`src/rtl/uart_pkg.sv`:
```
// Shared UART definitions: FSM state encoding, parity mode constants and the
// 2-of-3 majority helper used by the receive sampler.
package uart_pkg;

    typedef enum logic [2:0] {
        IDLE,
        START,
        DATA,
        PARITY,
        STOP
    } uart_state_t;

    localparam int PARITY_NONE = 0;
    localparam int PARITY_EVEN = 1;
    localparam int PARITY_ODD  = 2;

    function automatic logic majority3(input logic a, input logic b, input logic c);
        return (a & b) | (a & c) | (b & c);
    endfunction

endpackage

```
`src/rtl/uart_rx_sampler.sv`:
```
// Line front end: two-flop synchroniser, polarity correction and a 2-of-3
// majority vote across the middle of each bit period.
module uart_rx_sampler
    import uart_pkg::*;
#(
    parameter int  OVERSAMPLE = 8,
    parameter int  INVERT     = 0,
    localparam int CW         = $clog2(OVERSAMPLE)
) (
    input  logic          clk,
    input  logic          rst_n,
    input  logic          ena,
    input  logic          rx,
    input  logic [CW-1:0] cnt,
    output logic          l,
    output logic          vote
);

    localparam int            M          = OVERSAMPLE / 2;
    localparam logic          INV_BIT    = (INVERT != 0);
    localparam logic          RAW_IDLE   = ~INV_BIT;
    localparam logic [CW-1:0] CNT_FIRST  = CW'(M - 1);
    localparam logic [CW-1:0] CNT_SECOND = CW'(M);

    logic sync1;
    logic sync2;
    logic sample0;
    logic sample1;

    // The synchroniser must run every cycle so the line is never seen stale.
    always_ff @(posedge clk or negedge rst_n) begin
        if (!rst_n) begin
            sync1 <= RAW_IDLE;
            sync2 <= RAW_IDLE;
        end else begin
            sync1 <= rx;
            sync2 <= sync1;
        end
    end

    assign l = sync2 ^ INV_BIT;

    always_ff @(posedge clk or negedge rst_n) begin
        if (!rst_n) begin
            sample0 <= 1'b1;
            sample1 <= 1'b1;
        end else if (ena) begin
            if (cnt == CNT_FIRST) sample0 <= l;
            if (cnt == CNT_SECOND) sample1 <= l;
        end
    end

    assign vote = majority3(sample0, sample1, l);

endmodule

```
`src/rtl/uart_rx_param.sv`:
```
// Parametrised UART receiver with majority-voted sampling, parity/framing
// flags and a valid/ready output register that reports dropped frames.
module uart_rx_param
    import uart_pkg::*;
#(
    parameter int DATA_BITS   = 7,
    parameter int OVERSAMPLE  = 8,
    parameter int PARITY_MODE = 0,
    parameter int STOP_BITS   = 1,
    parameter int INVERT      = 0
) (
    input  logic                 clk,
    input  logic                 rst_n,
    input  logic                 ena,
    input  logic                 rx,
    input  logic                 ready_in,
    output logic [DATA_BITS-1:0] data_out,
    output logic                 valid_out,
    output logic                 parity_err,
    output logic                 frame_err,
    output logic                 overrun,
    output logic                 busy
);

    localparam int            CW        = $clog2(OVERSAMPLE);
    localparam int            IW        = $clog2(DATA_BITS);
    localparam int            M         = OVERSAMPLE / 2;
    localparam logic [CW-1:0] CNT_VOTE  = CW'(M + 1);
    localparam logic [CW-1:0] CNT_LAST  = CW'(OVERSAMPLE - 1);
    localparam logic [IW-1:0] IDX_LAST  = IW'(DATA_BITS - 1);
    localparam logic          STOP_LAST = 1'(STOP_BITS - 1);

    uart_state_t          state, state_n;
    logic [CW-1:0]        cnt, cnt_n;
    logic [IW-1:0]        bit_idx, bit_idx_n;
    logic [DATA_BITS-1:0] shreg, shreg_n;
    logic                 par_bit, par_n;
    logic                 stop_idx, stop_idx_n;
    logic                 ferr_acc, ferr_n;
    logic                 l, vote;
    logic                 cnt_wrap, cnt_at_vote;
    logic                 ferr_now, perr, complete;

    uart_rx_sampler #(
        .OVERSAMPLE(OVERSAMPLE),
        .INVERT    (INVERT)
    ) u_sampler (
        .clk  (clk),
        .rst_n(rst_n),
        .ena  (ena),
        .rx   (rx),
        .cnt  (cnt),
        .l    (l),
        .vote (vote)
    );

    assign cnt_wrap    = (cnt == CNT_LAST);
    assign cnt_at_vote = (cnt == CNT_VOTE);
    assign ferr_now    = ferr_acc | ~vote;
    assign perr        = (PARITY_MODE != PARITY_NONE) &&
                         ((^shreg ^ par_bit) != (PARITY_MODE == PARITY_ODD));

    always_ff @(posedge clk or negedge rst_n) begin
        if (!rst_n) begin
            state    <= IDLE;
            cnt      <= '0;
            bit_idx  <= '0;
            shreg    <= '0;
            par_bit  <= 1'b0;
            stop_idx <= 1'b0;
            ferr_acc <= 1'b0;
        end else begin
            state    <= state_n;
            cnt      <= cnt_n;
            bit_idx  <= bit_idx_n;
            shreg    <= shreg_n;
            par_bit  <= par_n;
            stop_idx <= stop_idx_n;
            ferr_acc <= ferr_n;
        end
    end

    // The last stop bit completes at its vote point rather than at the end of
    // the bit, leaving half a bit of slack to catch the next start edge.
    always_comb begin
        state_n    = state;
        cnt_n      = cnt;
        bit_idx_n  = bit_idx;
        shreg_n    = shreg;
        par_n      = par_bit;
        stop_idx_n = stop_idx;
        ferr_n     = ferr_acc;
        complete   = 1'b0;
        if (ena) begin
            cnt_n = cnt_wrap ? '0 : cnt + 1'b1;
            case (state)
                IDLE: begin
                    cnt_n = '0;
                    if (!l) begin
                        state_n    = START;
                        stop_idx_n = 1'b0;
                        ferr_n     = 1'b0;
                    end
                end
                START: begin
                    if (cnt_at_vote && vote) begin
                        state_n = IDLE;
                        cnt_n   = '0;
                    end else if (cnt_wrap) begin
                        state_n   = DATA;
                        bit_idx_n = '0;
                    end
                end
                DATA: begin
                    if (cnt_at_vote) shreg_n = {vote, shreg[DATA_BITS-1:1]};
                    if (cnt_wrap) begin
                        if (bit_idx == IDX_LAST) begin
                            state_n = (PARITY_MODE != PARITY_NONE) ? PARITY : STOP;
                        end else begin
                            bit_idx_n = bit_idx + 1'b1;
                        end
                    end
                end
                PARITY: begin
                    if (cnt_at_vote) par_n = vote;
                    if (cnt_wrap) state_n = STOP;
                end
                STOP: begin
                    if (cnt_at_vote) begin
                        ferr_n = ferr_now;
                        if (stop_idx == STOP_LAST) begin
                            complete = 1'b1;
                            state_n  = IDLE;
                            cnt_n    = '0;
                        end
                    end else if (cnt_wrap) begin
                        stop_idx_n = stop_idx + 1'b1;
                    end
                end
                default: begin
                    state_n = IDLE;
                    cnt_n   = '0;
                end
            endcase
        end
    end

    // A word accepted in the same cycle a new one completes frees the slot.
    always_ff @(posedge clk or negedge rst_n) begin
        if (!rst_n) begin
            data_out   <= '0;
            valid_out  <= 1'b0;
            parity_err <= 1'b0;
            frame_err  <= 1'b0;
        end else if (complete && (!valid_out || ready_in)) begin
            data_out   <= shreg;
            valid_out  <= 1'b1;
            parity_err <= perr;
            frame_err  <= ferr_now;
        end else if (valid_out && ready_in) begin
            valid_out <= 1'b0;
        end
    end

    assign overrun = complete && valid_out && !ready_in;
    assign busy    = (state != IDLE);

endmodule

```
`config.mk`:
```
export PLATFORM = sky130hd
export DESIGN_NAME = uart_rx_param
export DESIGN_NICKNAME = d
export VERILOG_FILES = /design/src/rtl/uart_pkg.sv /design/src/rtl/uart_rx_sampler.sv /design/src/rtl/uart_rx_param.sv
export SDC_FILE = /design/constraint.sdc
export NUM_CORES = 1
export LEC_CHECK = 0
export BUFFER_PORTS_ARGS = -buffer_cell sky130_fd_sc_hd__buf_4
export CORE_MARGIN = 2
export CORE_UTILIZATION = 50
export CTS_CLUSTER_SIZE = 30
export DETAILED_ROUTE_END_ITERATION = 16
export PLACE_DENSITY = 0.81
export SLEW_MARGIN = 20
export SYNTH_ARGS = -nofsm -noshare
export SYNTH_HDL_FRONTEND = slang
export SYNTH_SLANG_ARGS = --single-unit
```
`constraint.sdc`:
```
create_clock -name clk -period 1.7 [get_ports clk]
set_input_delay 0.255 -clock clk [delete_from_list [all_inputs] [get_ports clk]]
set_output_delay 0.255 -clock clk [all_outputs]
set_load 0.01 [all_outputs]
```
==> impl.org <==
** Yosys
- Main combinational cell family by area after synthesis :: multiplexers
- The synthesized netlist contains 40 unique library cells.
- Area of the mapped netlist :: between 0.0015 and 0.002 mm2
- The synthesized design contains 0 enable-type register cells.
- Of the post-synthesis cell area, the part taken by muxes is between 10% and 20%.
- Summing the areas of all fa, ha and maj instances in the mapped netlist gives 6.979% of the synthesized area.
- After synthesis, the cell types taking the most area are sky130_fd_sc_hd__dfrtp_1 43%, sky130_fd_sc_hd__mux2_4 7.6%, sky130_fd_sc_hd__mux2_2 7.1%, sky130_fd_sc_hd__dfstp_2 6.7%, sky130_fd_sc_hd__ha_1 6.3%.
- Averaged over all synthesized cells, the footprint is approximately 12 um2.
- Counting flops and latches in the post-synthesis netlist gives 31.
- The number of nets handed over by synthesis was roughly 150.
- Top-area cell type share of the netlist area :: 42.82%
- Yosys warns :: 0
- Count of mapped cells out of synthesis :: 134
- Compound-Gate Fraction of Synth Area :: 11.74%
- Commonest register cell after synthesis :: sky130_fd_sc_hd__dfrtp_1
- After Yosys synthesis, XOR and XNOR cells account for 0% of the synthesized area.
- After synthesis, flip-flops and latches occupy ~50% of the total area.
- Share of flip-flops with an asynchronous set or reset :: 100.0%
- sky130_fd_sc_hd__dfrtp_1 takes more of the synthesized area than any other cell.
- Simple-gate portion of the synthesized area :: 12.13%

** STA
- Static timing analysis puts the maximum clock frequency at ~500 MHz.
- Period Utilization, post-route :: 119.7%
- Subtracting the final worst setup slack from the clock period gives 2.034 ns.
- Setup repair after global routing could not meet its margin everywhere.
- Max Clock Skew :: slightly above 0.009 ns
- Max-slew violation total from the final report :: 0
- Final setup violation count :: 11
- After layout, the worst setup slack is -0.3342 ns.
- Number of failing hold endpoints at the final stage :: 0

** Floorplanning
- Width of the die :: 60.18 um
- Total die area :: ~0.0036 mm2
- Chip height :: around 60 um
- Number of top-level design ports :: 17
- The total area inside the core boundary comes to approximately 0.003 mm2.
- Initial Utilization :: a little over half
- Count of standard-cell rows :: 20

** Detailed routing
- In this run, the number of DRC markers left after iteration 0 of detailed routing was 25.
- Number of vias in the routed layout :: 1160
- After detailed routing, the average wire length per cell comes to roughly 14 um.
- In the routed design, unresolved DRC markers number 0.
- After detailed routing, the number of vias per cell comes to 5.370.
- Pre-Repair DR Iteration Count :: 4
- Total routed wirelength :: 3046 um
- Antenna violation net count after detailed routing :: 0

** Setup path
- Max Fanout on Critical Path :: 2
- At the worst endpoint, the arrival time is 1.78 ns.
- Worst path required time :: around 1.4 ns
- In this design, the critical path's most frequently occurring cell is sky130_fd_sc_hd__buf_6.
- On the critical path the largest part of the delay comes from simple AND/OR/NAND/NOR gates.
- The worst setup path is captured at an output pin.
- Path length in cells of the critical path :: 7
- Critical path class :: reg -> out
- Category of the worst setup path launch point :: flop
- Buf+Inv Stages, Crit Path :: 3
- Largest incremental delay on the critical path :: ~0.41 ns
- R2R depth :: 6
- Critical path's slowest cell :: sky130_fd_sc_hd__dfrtp_1
- Traced cell by cell, the critical path runs through inv_2 > ha_2 > nand3_2 > or3_4 > buf_6 > nor2_4 > buf_6.

** Global routing
- The number of antenna violations at the first check in global routing is 0.
- The first global-routing pass estimated between 4000 and 5000 um of wire.
- Global routing used ~19% of the available tracks.
- The number of global-route vias before repair came to about 1200.
- Maximum number of pins on one net before global-route repair :: 32
- Summed over all layers, the global routing overflow is 0.

** CTS
- The clock passes through at most 2 buffers.
- Clock-pin slew was measured on the worst setup and hold paths at about 0.1 ns.
- Clock root cell :: sky130_fd_sc_hd__clkbuf_4
- Level count of the clock H-tree :: 2
- Buffers inserted during clock tree synthesis total 5.
- CTS tree :: done
- Number of clock sinks :: 31
- For the worst-skew pair, the clock arrives at the later sink with an insertion delay of 0.34 ns.

** Worst hold path
- Along the worst hold path, the cell count comes to 3.
- Type of the most critical hold path :: in -> reg

** Placed design
- Gpl congestion :: 0.8430
- Worst setup slack before clock tree synthesis :: -0.06032 ns
- Number of cells in the design after placement :: 202
- HPWL Detailed :: 2259 um
- Area post-placement :: 0.001823 mm2
- During placement, the flow inserted port buffers numbering 15.

** Finish
- The net count of the finished layout is roughly 180.
- Cell Count, Final, Fillers Out :: between 200 and 250
- Share of final-layout standard cells stronger than drive strength 1 :: between 40 and 50%
- Final Cell Area :: roughly 0.0020 mm2
- Antenna diode instance count :: 0
- Area delta synth->final :: 26.25%

** Flow run
- Total of max-cap violations :: 0

** Power
- For this design the ratio of total power to cell area is between 1000 and 1500 mW/mm2.
- In this run the static leakage power is between 1 and 1.5 nW.
- Max rail drop VDD :: 0.8162 mV

** Status
- The checks that failed: negative setup slack.
- Result of the run :: finished, violations left
-- power by group --
part | switching (mW) | internal (mW) | total [mW]
Sequential | 0.114 | 0.904 | 1.02
Combinational | 0.564 | 0.579 | 1.14
Clock | 0.266 | 0.158 | 0.423
Total | 0.944 | 1.64 | 2.58
-- final timing paths --
check | slack (ns) | to | from
setup / recovery | -0.33 | overrun | cnt[1]
hold / removal | 0.29 | cnt[2] | ena
setup reg to reg | -0.07 | data_out[5] | cnt[1]
hold reg to reg | 0.36 | u_sampler.l | u_sampler.sync1
max in group asynchronous | 1.02 | u_sampler.sample0 | rst_n
min in group asynchronous | 0.37 | data_out[1] | rst_n
-- logic make-up (layout without fill, tap and decap cells) --
kind of cell,after synthesis,in the layout
adders and majority gates,9,9
buffers and inverters,14,52
muxes,19,19
DFF,31,31
AOI/OAI and AO/OA,27,27
and+or+nand+nor,33,33
other,1,1
-- placed cells by master (no fill, tap or decap), types with 2 or more instances in the layout --
cell,count
sky130_fd_sc_hd__nand2b_1,5
sky130_fd_sc_hd__nand2_1,6
sky130_fd_sc_hd__dlygate4sd3_1,2
sky130_fd_sc_hd__ha_2,3
sky130_fd_sc_hd__o21ai_1,2
sky130_fd_sc_hd__a21o_1,4
sky130_fd_sc_hd__o21ai_0,3
sky130_fd_sc_hd__buf_6,2
sky130_fd_sc_hd__or3_1,2
sky130_fd_sc_hd__nor2_1,3
sky130_fd_sc_hd__nor3_1,4
sky130_fd_sc_hd__a21oi_1,6
sky130_fd_sc_hd__dfstp_2,4
sky130_fd_sc_hd__mux2_2,9
sky130_fd_sc_hd__dfrtp_1,27
sky130_fd_sc_hd__inv_1,8
sky130_fd_sc_hd__buf_4,31
sky130_fd_sc_hd__nand2b_4,2
sky130_fd_sc_hd__clkbuf_4,5
sky130_fd_sc_hd__ha_1,5
sky130_fd_sc_hd__clkinvlp_4,2
sky130_fd_sc_hd__nand4_1,2
sky130_fd_sc_hd__mux2_4,9
-- synthesized netlist by cell type (2+ instances only) --
master / instances
sky130_fd_sc_hd__nand3_1: 2
sky130_fd_sc_hd__dfrtp_1: 27
sky130_fd_sc_hd__o21ai_0: 5
sky130_fd_sc_hd__mux2_2: 10
sky130_fd_sc_hd__nand2_1: 6
sky130_fd_sc_hd__a21oi_1: 6
sky130_fd_sc_hd__nor2_1: 4
sky130_fd_sc_hd__nand2b_1: 6
sky130_fd_sc_hd__a21o_1: 4
sky130_fd_sc_hd__dfstp_2: 4
sky130_fd_sc_hd__ha_1: 8
sky130_fd_sc_hd__clkbuf_1: 3
sky130_fd_sc_hd__nand4_1: 2
sky130_fd_sc_hd__inv_1: 9
sky130_fd_sc_hd__mux2_4: 8
sky130_fd_sc_hd__or3_1: 2
sky130_fd_sc_hd__nor3_1: 5
-- final cells by class --
cell class	count	area [um2]
Multi-Input combinational cell	89	789.5
Clock inverter	3	20.02
Timing Repair Buffer	35	275.3
Sequential cell	31	780.7
Tap cell	44	55.05
Clock buffer	5	37.54
Inverter	9	33.78
Fill cell	235	1036
-- metal layers --
layer  part of all wire (%)  global-route usage [%]  up-vias
li1                       -                       -      551
met1                     39                   18.38      571
met3                    5.1                   6.926        5
met5                      0                       0        -
met4                    1.6                   8.571        0
met2                     54                   36.34       33
-- stage by stage --
stage          util (%)  total power [mW]  TNS [ns]  hold slack, ns
3_3_place_gp      60.21             1.949   -0.1448          0.1945
6_report          65.79             2.585   -0.8710          0.2931
2_1_floorplan         -             1.573    -1.237        -0.04059
3_5_place_dp      60.21             2.016   -0.5066          0.2024
5_1_grt           65.79             2.764    -1.909          0.2995
4_1_cts           64.55             2.531   -0.8420         0.01054
-- state kept, by name, indices dropped and copies added (netlist names), 3 cells and up --
register and count:
bit_idx 3, cnt 3, data_out 7, shreg 7, state 3
-- tightest hold or removal path: stages --
cell and delay [ns]:
sky130_fd_sc_hd__buf_4 0.10, sky130_fd_sc_hd__buf_4 0.17, sky130_fd_sc_hd__a21oi_1 0.08
-- what timing repair did --
item | 4_1_cts | 5_1_grt
buffers inserted | 4 | 0
setup endpoints to repair | 13 | 23
hold buffers | 1 | 1
pin swaps | 2 | 3
cloned | 0 | 0
endpoints found under the hold margin | 27 | 1
gates resized for setup | 8 | 9
No activity file was read; power rests on OpenSTA's default activity.
